<file path="src/rtl/clkdiv_ctrl.sv">
// Fractional clock-enable generator: NSM independent channels, each emitting a
// one-cycle pen pulse with an average period of INT + FRAC/256 clock cycles.
module clkdiv_ctrl #(
  parameter int NSM = 4
) (
  input  logic           clk,
  input  logic           reset,
  input  logic           wr_en,
  input  logic [1:0]     wr_sm,
  input  logic [23:0]    wr_div,
  input  logic [NSM-1:0] en,
  input  logic [NSM-1:0] restart,
  output logic [NSM-1:0] pen,
  output logic [NSM-1:0] upd_pending
);

  localparam logic [23:0] DivReset = 24'h000100;

  for (genvar i = 0; i < NSM; i++) begin : gChan
    logic [23:0] act_q, act_d;
    logic [23:0] shd_q, shd_d;
    logic [16:0] cnt_q, cnt_d;
    logic [7:0]  facc_q, facc_d;
    logic        pen_q, pen_d;
    logic        pend_q, pend_d;
    logic        wrHit, reloadHit, applyShd;
    logic [23:0] divUse;
    logic [16:0] intEff;
    logic [8:0]  fracSum;

    // A pending shadow is adopted before the reload math, so a reload that
    // applies it already runs with the new divider; a write landing in the
    // same cycle only refills the shadow and keeps the channel pending.
    always_comb begin
      wrHit     = wr_en && (wr_sm == 2'(i));
      reloadHit = en[i] && (cnt_q == 17'd0);
      applyShd  = pend_q && (reloadHit || restart[i] || !en[i]);
      divUse    = applyShd ? shd_q : act_q;
      intEff    = (divUse[23:8] == 16'd0) ? 17'h10000 : {1'b0, divUse[23:8]};
      fracSum   = {1'b0, facc_q} + {1'b0, divUse[7:0]};

      act_d  = divUse;
      shd_d  = wrHit ? wr_div : shd_q;
      pend_d = wrHit || (pend_q && !applyShd);
      cnt_d  = cnt_q;
      facc_d = facc_q;
      pen_d  = 1'b0;

      if (restart[i]) begin
        cnt_d  = '0;
        facc_d = '0;
      end else if (reloadHit) begin
        cnt_d  = intEff + {16'd0, fracSum[8]} - 17'd1;
        facc_d = fracSum[7:0];
        pen_d  = 1'b1;
      end else if (en[i]) begin
        cnt_d = cnt_q - 17'd1;
      end
    end

    always_ff @(posedge clk) begin
      if (reset) begin
        act_q  <= DivReset;
        shd_q  <= DivReset;
        cnt_q  <= '0;
        facc_q <= '0;
        pen_q  <= 1'b0;
        pend_q <= 1'b0;
      end else begin
        act_q  <= act_d;
        shd_q  <= shd_d;
        cnt_q  <= cnt_d;
        facc_q <= facc_d;
        pen_q  <= pen_d;
        pend_q <= pend_d;
      end
    end

    assign pen[i]         = pen_q;
    assign upd_pending[i] = pend_q;
  end

endmodule

</file>
<file path="config.mk">
export PLATFORM = sky130hd
export DESIGN_NAME = clkdiv_ctrl
export DESIGN_NICKNAME = d
export VERILOG_FILES = /design/src/rtl/clkdiv_ctrl.sv
export SDC_FILE = /design/constraint.sdc
export NUM_CORES = 1
export LEC_CHECK = 0
export CORE_MARGIN = 4
export CORE_UTILIZATION = 40
export DETAILED_ROUTE_END_ITERATION = 12
export GPL_ROUTABILITY_DRIVEN = 0
export PLACE_DENSITY_LB_ADDON = 0.25
export SKIP_CTS_REPAIR_TIMING = 1
export SYNTH_ARGS = -nofsm -noshare
export SYNTH_HDL_FRONTEND = slang
export SYNTH_SLANG_ARGS = --single-unit
</file>
<file path="constraint.sdc">
create_clock -name clk -period 8.1 [get_ports clk]
set_input_delay 1.62 -clock clk [delete_from_list [all_inputs] [get_ports clk]]
set_output_delay 1.62 -clock clk [all_outputs]
set_load 0.01 [all_outputs]
</file>
# Yosys cells after proc, flatten, opt, wreduce, memory -nomap -nowiden
# Index checks and enable logic that the tools add are counted.
word_totals:
  output_inout_bits: 8
  wordCells: 116
  inputBits: 37
  reg_bits: 300
classes:
  muxes: 20
  n_eq_ne: 3
  add_sub_neg: 16
  n_reduce_logical: 53
ops:
  columns: ["op", "n"]
  rows:
  - ["two-way mux 17 bit", 12]
  - ["subtractor 17 x 1 -> 17 bit, second input constant", 8]
  - ["two-way mux 24 bit", 4]
  - ["adder 17 x 1 -> 17 bit", 4]
  - ["logical NOT 17 bit", 4]
  - ["logical NOT 16 bit", 4]
  - ["adder 8 x 8 -> 9 bit", 4]
  - ["logical AND 1 bit", 16]
  - ["logical OR 1 bit", 12]
  - ["logical NOT 1 bit", 8]
  - ["nonzero test 2 bit", 4]
  - ["OR reduction 2 bit", 4]
  - ["== test 2 bit, second input constant", 2]
  - ["two-way mux 1 bit", 4]
  - ["== test 2 x 1 -> 1 bit, second input constant", 1]
  - ["logical NOT 2 bit", 1]

# Longest topological paths before layout
# Gate-level depths: netlist (run 1).
depth:
  ltp_word: 11
  mapped_depth: 29
  depth_no_buf: 27

# Least setup slack after synthesis (run 1)
# OpenSTA, ideal clock, no wires.
synth_path:
  path_type: "input -> register"
  startpoint: "input port en[0]"
  endpoint: "register gChan[0].cnt_q[14]"
  arrival_time_ns: 6.601
  setup_ns: 0.115
  n_path_buf: 3
  setup_slack_ns: 1.383
  path_stages: 24
  cell_sequence: "clkbuf_1 -> nor4bb_1 -> nand4b_1 -> o21ai_1 -> clkbuf_1 -> buf_2 -> nand2_1 -> nand2_1 -> ha_1 -> nor2b_1 -> o21ai_0 -> a21boi_0 -> o21ai_0 -> nand2b_1 -> a21o_1 -> a21oi_1 -> ha_1 -> ha_1 -> nand2b_1 -> nor3_1 -> nand2_1 -> o41a_1 -> or4_1 -> and3_1"
synth_between:
  word_cells_on_any_way: 13
synth_rtl:
  columns: ["element", "line_no", "text"]
  rows:
  - ["start: declaration", "11", "input logic [NSM-1:0] en,"]
  - ["logical AND 1 bit", "36", "reloadHit = en[i] && (cnt_q == 17'd0);"]
  - ["logical OR 1 bit", "37", "applyShd = pend_q && (reloadHit || restart[i] || !en[i]);"]
  - ["logical OR 1 bit *", "37", null]
  - ["logical AND 1 bit *", "37", null]
  - ["two-way mux 24 bit *", "38", "divUse = applyShd ? shd_q : act_q;"]
  - ["via gChan[0].act_d[2]", "20", "logic [23:0] act_q, act_d;"]
  - ["adder 8 x 8 -> 9 bit *", "40", "fracSum = {1'b0, facc_q} + {1'b0, divUse[7:0]};"]
  - ["adder 17 x 1 -> 17 bit *", "53", "cnt_d = intEff + {16'd0, fracSum[8]} - 17'd1;"]
  - ["subtractor 17 x 1 -> 17 bit *", "53", null]
  - ["two-way mux 17 bit *", "52", "end else if (reloadHit) begin"]
  - ["end signal: assignment", "72", "cnt_q <= cnt_d;"]
  - ["end: declaration", "22", "logic [16:0] cnt_q, cnt_d;"]
# Mark *: on every way through the listed nets, which the timed path passes. The rest lies on a longest branch.
# A chain may end at the register's enable or synchronous reset.

# Worst setup path after layout (run 1)
layout_path:
  startpoint: "input port en[1]"
  endpoint: "register gChan[1].cnt_q[14]"
layout_between:
  word_cells_on_any_way: 13
layout_rtl:
  columns: ["element", "line_no"]
  rows:
  - ["logical AND 1 bit", "36"]
  - ["logical OR 1 bit", "37"]
  - ["logical OR 1 bit *", "37"]
  - ["logical AND 1 bit *", "37"]
  - ["two-way mux 24 bit *", "38"]
  - ["via gChan[1].act_d[0]", "20"]
  - ["adder 8 x 8 -> 9 bit *", "40"]
  - ["adder 17 x 1 -> 17 bit *", "53"]
  - ["subtractor 17 x 1 -> 17 bit *", "53"]
  - ["two-way mux 17 bit *", "52"]
  - ["end signal: assignment", "72"]
  - ["end: declaration", "22"]
# Marked as above.

==> results of run 1 <==
## cell families (layout without fill, tap and decap cells)
logic type,after synthesis,in the layout,synth area share (%)
and+or+nand+nor,991,991,29.2
muxes,71,71,4.58
AOI/OAI and AO/OA,435,435,15.6
xor gates and xnor gates,91,91,4.97
other,0,1,0
adders and majority gates,52,52,4.24
DFF,300,300,37.4
buffers and inverters,155,165,3.94
## flip-flops by register name, indices dropped and copies added (netlist names)
register / count
gChan.act_q: 96
gChan.cnt_q: 68
gChan.facc_q: 32
gChan.pen_q: 4
gChan.pend_q: 4
gChan.shd_q: 96
## per-layer routing
layer / vias to the layer above / track usage, % / share of wire (%)
met5: - / 0 / 0.030
met4: 2 / 5.32 / 2.4
met3: 78 / 3.26 / 5.0
met2: 335 / 31.8 / 47
met1: 6837 / 26.4 / 46
li1: 7291 / - / -
## metrics by stage
stage                     hold WS, ps  total power (W)  util (%)  cell area [um2]
after CTS                         458          0.00397      45.4            18000
after floorplan                   433          0.00212         -            16100
final                             456          0.00395      45.4            18000
after detailed placement          449          0.00230      42.3            16800
after global routing              475          0.00414      45.4            18000
after global placement            441          0.00229      42.3            16800
## cells in the mapped netlist, drive strengths merged (3+ instances only)
| library cell | number | share of area [%] |
|---|---|---|
| or3 | 39 | 1.5 |
| a41oi | 3 | 0.16 |
| o21ai | 73 | 2.3 |
| a31oi | 17 | 0.66 |
| fa | 4 | 0.50 |
| a211oi | 7 | 0.33 |
| and2 | 3 | 0.12 |
| dfxtp | 300 | 37 |
| or3b | 4 | 0.22 |
| a21oi | 234 | 7.3 |
| o211ai | 23 | 1.1 |
| o31ai | 10 | 0.50 |
| and3 | 7 | 0.27 |
| xnor2 | 53 | 2.9 |
| or4 | 19 | 0.94 |
| mux2i | 60 | 3.7 |
| ha | 48 | 3.7 |
| clkbuf | 93 | 2.2 |
| a21o | 9 | 0.42 |
| nor4 | 43 | 1.8 |
| nand2b | 35 | 1.4 |
| o22ai | 13 | 0.51 |
| nand2 | 449 | 10 |
| nor3 | 67 | 2.2 |
| nand3 | 53 | 1.7 |
| xor2 | 38 | 2.1 |
| nor2 | 163 | 3.8 |
| o21a | 7 | 0.33 |
| a32oi | 3 | 0.16 |
| nand3b | 18 | 0.84 |
| a21boi | 9 | 0.42 |
| nor2b | 26 | 1.0 |
| nor3b | 14 | 0.65 |
| a22oi | 6 | 0.28 |
| or4b | 5 | 0.31 |
| buf | 27 | 0.94 |
| or2 | 10 | 0.39 |
| mux2 | 10 | 0.70 |
| o41ai | 8 | 0.44 |
| and4b | 3 | 0.19 |
| inv | 33 | 0.77 |
| nand4b | 8 | 0.44 |
| nand4 | 20 | 0.78 |
## worst paths after layout
kind                                        start            endpoint  slack (ps)
worst max-delay path                        en[1]  gChan[1].cnt_q[14]        1320
worst min-delay path            gChan[2].shd_q[6]   gChan[2].shd_q[6]         460
worst max register to register  gChan[3].cnt_q[2]   gChan[3].cnt_q[9]        2300
worst min register to register  gChan[2].shd_q[6]   gChan[2].shd_q[6]         460
## worst register-to-register path, stage by stage (launching register included)
cell and delay [ps]:
dfxtp_1 340, or4_1 660, nor3_1 410, and3_1 430, o21ai_1 110, buf_4 230, nand2_1 90, nand2_1 70
ha_1 200, inv_1 80, fa_1 220, nor2b_1 60, o21ai_0 180, a21boi_0 130, o21ai_0 160, nand2b_1 110
a21o_1 190, a21oi_1 200, ha_1 250, nor3b_1 480, nand2_1 200, or4_1 450, xor2_1 160, nand2_1 70
o211ai_1 90, a31oi_1 180
## where the power goes
group / switching, W / internal (W) / total (W)
registers: 0.0000625 / 0.00153 / 0.00159
clock network: 0.000677 / 0.000990 / 0.00167
logic: 0.000438 / 0.000248 / 0.000686
total: 0.00118 / 0.00277 / 0.00395
## area by class of cell
type	instances	area, um2	share of cell area [%]
Tap cell	525	657	3.64
Clock buffer	40	957	5.30
Timing Repair Buffer	65	599	3.32
Clock inverter	25	264	1.46
Sequential cell	300	6010	33.3
Inverter	35	131	0.728
Antenna cell	1	2.50	0.0139
Multi-Input combinational cell	1640	9430	52.3
==> metrics.md, run 1 <==
| Metric | Value |
|---|---|
| Status | `finished, final reports clean` |
| Max-Cap Viols | `0` |
| TritonCTS Sinks | `300` |
| Worst Hold Path Cells | `2` |
| Initial DRT Pass Iterations | `5` |
| Final wirelength | `around 44,000 um` |
| RSZ-0062 raised after global routing | `no` |
| # port buffers | `44` |
| Final worst setup slack | `1320 ps` |
| CP Depth | `24` |
| Tcrit/Tclk final | `83.7%` |
| Req. time, crit path | `8470 ps` |
| CP Capture Type | `flip-flop` |
| Die X-Extent | `~210 um` |
| Max-slew violations | `0` |
| Io pins | `between 40 and 50` |
| Die ar. | `43,400 um2` |
| EDFF count, synth | `0` |
| Fmax | `between 0.1 and 0.15 GHz` |
| Most used DFF post-synth | `dfxtp_1` |
| Critical path peak fanout | `21` |
| Final hold violation count | `0` |
| Startpoint Class | `input pin` |
| Initial core utilization | `approximately 40%` |
| Routed Antenna Nets | `0` |
| Post-layout net count | `2,167` |
| Die height | `roughly 210 um` |
| Num CTS Buffers | `36` |
| Num rows | `between 70 and 80` |
| CP delay by family, top | `compound AO/OA/AOI/OAI gates` |
| Post-Synthesis Cells | `roughly 2.1k` |
| Gr ovfl total | `0` |
| Pin count of the biggest net entering global routing | `81` |
| Initial antenna violation count | `1` |
| WP buf/inv | `4` |
| Critical-path cell list | `clkdlybuf4s50_1 -> buf_4 -> nor4b_1 -> nand2b_1 -> o31ai_4 -> mux2_2 -> ha_1 -> inv_1 -> fa_1 -> nor2b_1 -> o21ai_0 -> a21boi_0 -> o21ai_0 -> nand2b_1 -> a21o_1 -> a21oi_1 -> ha_1 -> ha_1 -> inv_1 -> or3_1 -> nor4_1 -> o21ai_0 -> xnor2_1 -> a21oi_1` |
| Syn avg cell area | `between 7 and 8 um2` |
| Seq/Total Area, Yosys | `between 30% and 40%` |
| Core area | `roughly 40,000 um2` |
| Cell variety after synth | `between 60 and 70` |
| Peak supply drop | `124 uV` |
| Detailed-route via count | `between 10k and 15k` |
| Setup tns final | `0 ps` |
| Ys async rst share | `0%` |
| Latest clock arrival within the worst-skew pair | `530 ps` |
| Fillers | `between 3k and 4k` |
| GRT Total Usage | `about 19%` |
| Leak pwr | `just under 7 nW` |
| Cell area after synthesis | `between 15,000 and 20,000 um2` |
| Worst slack, placed | `809 ps` |
| Crit path max-delay cell type | `o31ai_4` |
| Via/cell ratio | `approximately 5.5` |
| Non-Filler Instances | `2,631` |
| Placed insts | `2,565` |
| Root Driver | `clkbuf_16` |
| First-pass GRT wire length | `around 70,000 um` |
| Power per cell area | `219 nW/um2` |
| Commonest non-fill, non-tap cells in the layout | `449 x nand2_1, 300 x dfxtp_1, 234 x a21oi_1` |
| Leading cell type in the layout, fill and taps excluded | `nand2_1` |
| DRC | `0` |
| Vias in the first global route | `roughly 13k` |
| Initial drt markers | `just over 1k` |
| CP max stage delay | `between 500 and 600 ps` |
| Minimum clock period | `6780 ps` |
| Max-slew headroom | `slightly below 30%` |
| H-tree levels | `2` |
| YS warnings | `0` |
| Setup violators final | `0` |
| P&R area growth vs syn | `12.4%` |
| Syn Nets | `between 2k and 2.5k` |
| Hold/Removal Path Class | `reg -> reg` |
| CTS tree | `yes` |
| Worst endpoint data arrival time | `7150 ps` |
| Skew final | `10.7 ps` |
| Worst r2r path cells | `25` |
| Proportion of layout cells with a drive suffix above 1 | `under 10%` |
| Synth Register Bits | `300` |
| HPWL after DPL | `between 30,000 and 40,000 um` |
| Wirelength per Cell | `between 15 and 20 um` |
| Maximum clock insertion buffer count | `3` |
| CP Class | `in -> reg` |
| Clock transition at path regs | `approximately 60 ps` |
| Worst-Margin Slew | `1050 ps` |
Power figures use the tool's default switching activity.
==> run 2: changes to the inputs <==
==> constraint.sdc (replaced) <==
create_clock -name clk -period 5.9 [get_ports clk]
set_input_delay 1.18 -clock clk [delete_from_list [all_inputs] [get_ports clk]]
set_output_delay 1.18 -clock clk [all_outputs]
set_load 0.01 [all_outputs]
==> run 2 against run 1 <==
Against the previous run: first-iteration DRC count increased by 9.7%; hold slack got worse by 1.4 ps; non-clock buffer count increased by 41; final area increased by 1.9%; combinational power increased by 42%; register-to-register slack got worse by 1800 ps; worst setup slack got worse by 910 ps; critical endpoint is now gChan[3].cnt_q[14].
==> metrics.md, run 2 (synthesis gave the netlist of run 1 again) <==
| Metric | Value |
|---|---|
| Status | `finished, final reports clean` |
| Fmax | `around 0.18 GHz` |
| Startpoint Class | `input pin` |
| Peak supply drop | `around 200 uV` |
| Final wirelength | `roughly 45,000 um` |
| GRT Total Usage | `between 15 and 20%` |
| Die ar. | `~43,000 um2` |
| Detailed-route via count | `between 10k and 15k` |
| Leading cell type in the layout, fill and taps excluded | `nand2_1` |
| Fillers | `3,980` |
| Hold slack | `454 ps` |
| Minimum clock period | `~5500 ps` |
| Max-Cap Viols | `0` |
| Critical-path cell list | `clkdlybuf4s50_1 -> or4bb_1 -> nor4_1 -> buf_4 -> a31o_2 -> mux2i_2 -> fa_1 -> nor2b_1 -> o21ai_0 -> a21boi_0 -> o21ai_0 -> nand2b_1 -> a21o_1 -> a21oi_1 -> ha_1 -> ha_1 -> nand2b_1 -> nor4_1 -> buf_4 -> and3_1 -> mux2i_1 -> xor2_1 -> o21ai_0 -> a21oi_1` |
| Initial DRT Pass Iterations | `5` |
| Worst-Margin Slew | `~1100 ps` |
| RSZ-0062 raised after global routing | `yes` |
| CP max stage delay | `around 480 ps` |
| Critical path peak fanout | `5` |
| Worst path most repeated cell | `o21ai_0` |
| # port buffers | `44` |
| Commonest non-fill, non-tap cells in the layout | `449 x nand2_1, 300 x dfxtp_1, 234 x a21oi_1` |
| Worst endpoint data arrival time | `5880 ps` |
| Ant. Diodes | `0` |
| Max-slew violations | `0` |
| Vias in the first global route | `14.1k` |
| Initial drt markers | `around 1.1k` |
| Top Registers | `gChan.act_q: 96 flops, gChan.shd_q: 96 flops, gChan.cnt_q: 68 flops` |
| Non-Filler Instances | `2,668` |
| WP buf/inv | `3` |
| First-pass GRT wire length | `about 72,000 um` |
| Die height | `208 um` |
| Setup violators final | `0` |
| Num rows | `73` |
| Initial antenna violation count | `1` |
| Power per cell area | `around 300 nW/um2` |
| Final hold violation count | `0` |
| Io pins | `45` |
| Latest clock arrival within the worst-skew pair | `between 500 and 600 ps` |
| Placed insts | `between 2k and 3k` |
| Max-slew headroom | `between 20% and 30%` |
| Num CTS Buffers | `34` |
| Post-layout net count | `2,206` |
| Pin count of the biggest net entering global routing | `81` |
| CP Capture Type | `flip-flop` |
| Leak pwr | `~7.0 nW` |
| Wirelength per Cell | `16.7 um` |
| Gr ovfl total | `0` |
| Proportion of layout cells with a drive suffix above 1 | `7.61%` |
| P&R area growth vs syn | `14.6%` |
| Req. time, crit path | `about 6300 ps` |
| CP delay by family, top | `compound AO/OA/AOI/OAI gates` |
| Hold/Removal Path Class | `reg -> reg` |
| CTS tree | `yes` |
| Skew final | `13.2 ps` |
| TritonCTS Sinks | `300` |
| CP Class | `in -> reg` |
| Placed Area | `17,100 um2` |
| Clock transition at path regs | `around 60 ps` |
| Via/cell ratio | `~5.5` |
| H-tree levels | `2` |
| Tcrit/Tclk final | `just over 90%` |
| Setup tns final | `0 ps` |
| Crit path max-delay cell type | `clkdlybuf4s50_1` |
| Die X-Extent | `about 210 um` |
| Initial core utilization | `between 40% and 50%` |
| Root Driver | `clkbuf_16` |
| HPWL after DPL | `31,600 um` |
| Core area | `about 40,000 um2` |
| Post-Layout Inst Area | `around 18,000 um2` |
| DRC | `0` |
| Routed Antenna Nets | `0` |
| Maximum clock insertion buffer count | `3` |
-- run 2: final timing paths --
kind | cells past startpoint | endpoint | startpoint | slack (ps)
worst min-delay path | 2 | gChan[2].shd_q[1] | gChan[2].shd_q[1] | 450
worst max-delay path | 24 | gChan[3].cnt_q[14] | en[3] | 400
worst min register to register | 2 | gChan[2].shd_q[1] | gChan[2].shd_q[1] | 450
worst max register to register | 22 | gChan[2].cnt_q[10] | gChan[2].cnt_q[8] | 490
-- run 2: layout make-up --
| class | count | area (um2) | area share, % |
|---|---|---|---|
| tap | 525 | 657 | 3.57 |
| sequential | 300 | 6010 | 32.6 |
| multi-input combinational | 1640 | 9460 | 51.4 |
| clock inverter | 15 | 259 | 1.41 |
| inverter | 35 | 131 | 0.714 |
| timing repair buffer | 106 | 907 | 4.93 |
| clock buffer | 47 | 973 | 5.29 |
-- run 2: report_power, final --
part	internal, W	switching [W]
combinational	0.000358	0.000613
clock	0.00147	0.000866
sequential	0.00210	0.0000859
total	0.00393	0.00156
-- run 2: tightest hold or removal path, delay by kind of cell, from the launching register on --
family             cells  cell delay (ps)
DFF                    1              310
AOI/OAI and AO/OA      1               50
and+or+nand+nor        1               50
-- run 2: metal layers --
| layer | vias to the layer above | wire length (um) | GRT usage (%) |
|---|---|---|---|
| met2 | 345 | 21200 | 33.5 |
| met3 | 64 | 2140 | 2.61 |
| li1 | 7373 | - | - |
| met4 | 2 | 836 | 4.19 |
| met5 | - | 13 | 0 |
| met1 | 6988 | 20400 | 26.6 |
-- run 2: stage by stage --
stage | worst slack, ps | power, W | utilization, %
5_1_grt | -79.2 | 0.00574 | 46.3
3_5_place_dp | -107 | 0.00319 | 43.2
2_1_floorplan | 38.2 | 0.00291 | -
3_3_place_gp | 6.90 | 0.00317 | 43.2
4_1_cts | 381 | 0.00553 | 46.3
6_report | 404 | 0.00549 | 46.3
==> RTL change, RTL diff (config.mk and constraints of run 2) <==
Put one more register stage on the output `upd_pending`. The value now appears one clock later. The other outputs are not delayed to match.
--- a/src/rtl/clkdiv_ctrl.sv
+++ b/src/rtl/clkdiv_ctrl.sv
@@ -15,6 +15,8 @@
 );
 
   localparam logic [23:0] DivReset = 24'h000100;
+
+  logic [NSM-1:0] upd_pending_d;
 
   for (genvar i = 0; i < NSM; i++) begin : gChan
     logic [23:0] act_q, act_d;
@@ -77,7 +79,11 @@
     end
 
     assign pen[i]         = pen_q;
-    assign upd_pending[i] = pend_q;
+    assign upd_pending_d[i] = pend_q;
+  end
+
+  always_ff @(posedge clk) begin
+    upd_pending <= upd_pending_d;
   end
 
 endmodule
Check against the original RTL: not equivalent (Yosys sat finds a counterexample within 4 cycles, from zero or initial values and one cycle with reset high).
==> RTL change against run 2 <==
- register-to-register slack improved by 0.20 ns
- cell area grew 1.1%
- synthesized area is 0.37% higher
- via count decreased by 0.26%
- sequential cell count increased by 4
- routed wire length down 1.9%
- non-clock buffer count rose by 26
- worst setup slack worse by 0.12 ns
- largest cell class unchanged
- critical endpoint is now gChan[2].cnt_q[10]
- total power is 1.9% lower
- sequential share of layout area rose by 0.066 points
- fmax is 2.1% lower
==> RTL change: results (changes against run 2) <==
post-synthesis compound-gate area fraction 16.4% (was 15.6%); worst hold path type reg2reg (unchanged); top layer in use met4 (was met5); Reg2Reg Capture Point gChan[1].cnt_q[14] (was gChan[2].cnt_q[10]); Max clock buf depth 3 (unchanged); final setup skew 0.00920 ns (was 0.0132 ns); worst IR drop on VDD 0.212 mV (was 0.195 mV); GR Layer Usage met3 3.15% (was 2.61%); DR vias 14,700 (was 14,800); synth unique cells 78 (was 68); drt drc 0 (unchanged); Avg Cell Area, Syn 7.66 µm² (about the same); detailed-route wire length per cell 16.2 µm (was 16.7 µm); Synth Area in XOR/XNOR 5.33% (was 4.97%); fmax 0.178 GHz (was 0.182 GHz); top cells by count, synth nand2_1, dfxtp_1, a21oi_1, nor2_1, clkbuf_1 (unchanged); layout cell share with drive strength beyond 1 8.46% (was 7.61%); DP Worst Slack -0.326 ns (was -0.107 ns); DPL Wire Length 30,700 µm (was 31,600 µm); number of DRC markers in iteration 0 936 (was 1,109); cts bufs inserted 35 (was 34); GRT Total Usage 19.3% (was 19.6%); first-pass GRT wire length 71,000 µm (was 72,500 µm); placed instance count 2,639 (was 2,606); met2 wire len 20,900 µm (was 21,200 µm); worst-margin pin slew 1.02 ns (was 1.06 ns); r2r setup slk 0.69 ns (was 0.49 ns); FFs w/ async S/R, synth 0% (unchanged); Slew HR 31.6% (was 28.8%); status finished clean (unchanged); routed length on met3 2420 µm (was 2140 µm); Post-Syn Nets 2,192 (was 2,184); DR pass1 iterations 5 (unchanged); synth top area cells dfxtp_1, nand2_1, a21oi_1 (unchanged); Pleak 7.23 nW (was 6.96 nW); Fillers 3,927 (was 3,980); Adder-Cell Fraction of Synth Area 4.22% (was 4.24%); mux contribution to synthesized area 4.48% (was 4.58%); R2R cell count 21 (was 22); Post-Route M1 WL 19,600 µm (was 20,400 µm); CP endpoint gChan[2].cnt_q[10] (was gChan[3].cnt_q[14]); warning count from the yosys run 0 (unchanged); GR met2 Demand/Resource 33.2% (was 33.5%); RR Startpoint gChan[1].cnt_q[8] (was gChan[2].cnt_q[8]); largest net degree at the start of global routing 86 (was 81); Hold Slack 0.457 ns (was 0.454 ns); sequential area share after synthesis 37.8% (was 37.4%); Crit. Startpoint en[2] (was en[3]); vias in the first global route 14,100 (about the same); placed inst area 17,400 µm² (was 17,100 µm²); PortBufs 44 (unchanged); WL final 43,800 µm (was 44,600 µm); initial antenna violation count 0 (was 1); met1 Resource Use GR 25.5% (was 26.6%); Inserted Diodes 0 (unchanged); Worst Path Max Fanout 32 (was 5); Worst-path clk slew 0.06 ns (about the same)
## RTL change: area by class of cell
type	instances	area, µm²	share of cell area, %
Clock inverter	8	90.1	0.484
Multi-Input combinational cell	1647	9500	51.1
Tap cell	525	657	3.53
Sequential cell	304	6090	32.7
Timing Repair Buffer	132	1100	5.92
Clock buffer	51	1050	5.64
Inverter	32	120	0.646
## RTL change: worst min-delay path by stage
stage                             startpoint            endpoint  cells after the start
final                      gChan[0].shd_q[5]   gChan[0].shd_q[5]                      2
after global routing       gChan[2].act_q[3]   gChan[2].act_q[3]                      2
after CTS                  gChan[0].shd_q[5]   gChan[0].shd_q[5]                      2
after detailed placement   gChan[0].shd_q[5]   gChan[0].shd_q[5]                      2
after global placement    gChan[0].facc_q[0]  gChan[0].facc_q[0]                      2
after floorplan              gChan[0].pend_q      upd_pending[0]                      0
## RTL change: cells by family after synthesis
logic type	Yosys count
flip-flops	304
AND/OR/NAND/NOR	969
buffers and inverters	152
multiplexers	71
XOR/XNOR	98
adder cells (fa/ha/maj)	52
AO/OA/AOI/OAI	457
## RTL change: power breakdown
group	total (mW)	switching, mW	internal (mW)
clock	2.16	0.849	1.31
sequential	2.22	0.0893	2.13
combinational	0.999	0.624	0.375
total	5.38	1.56	3.82
## RTL change: worst max-delay path, stage by stage
cell and delay [ns]:
clkdlybuf4s50_1 0.48, nor4bb_2 0.26, or3b_4 0.44, o21ai_4 0.20, o21ai_2 0.10, buf_4 0.30
nand2_1 0.13, nand2_1 0.06, ha_1 0.29, o21ai_1 0.14, a21boi_0 0.16, o21ai_0 0.17
nand2b_1 0.11, a21o_1 0.19, a21oi_1 0.15, ha_1 0.20, ha_1 0.20, nand2b_1 0.08
or4_1 0.44, buf_4 0.17, nor2_1 0.10, xnor2_1 0.12, nand2_1 0.07, a21oi_1 0.16
a311oi_1 0.07
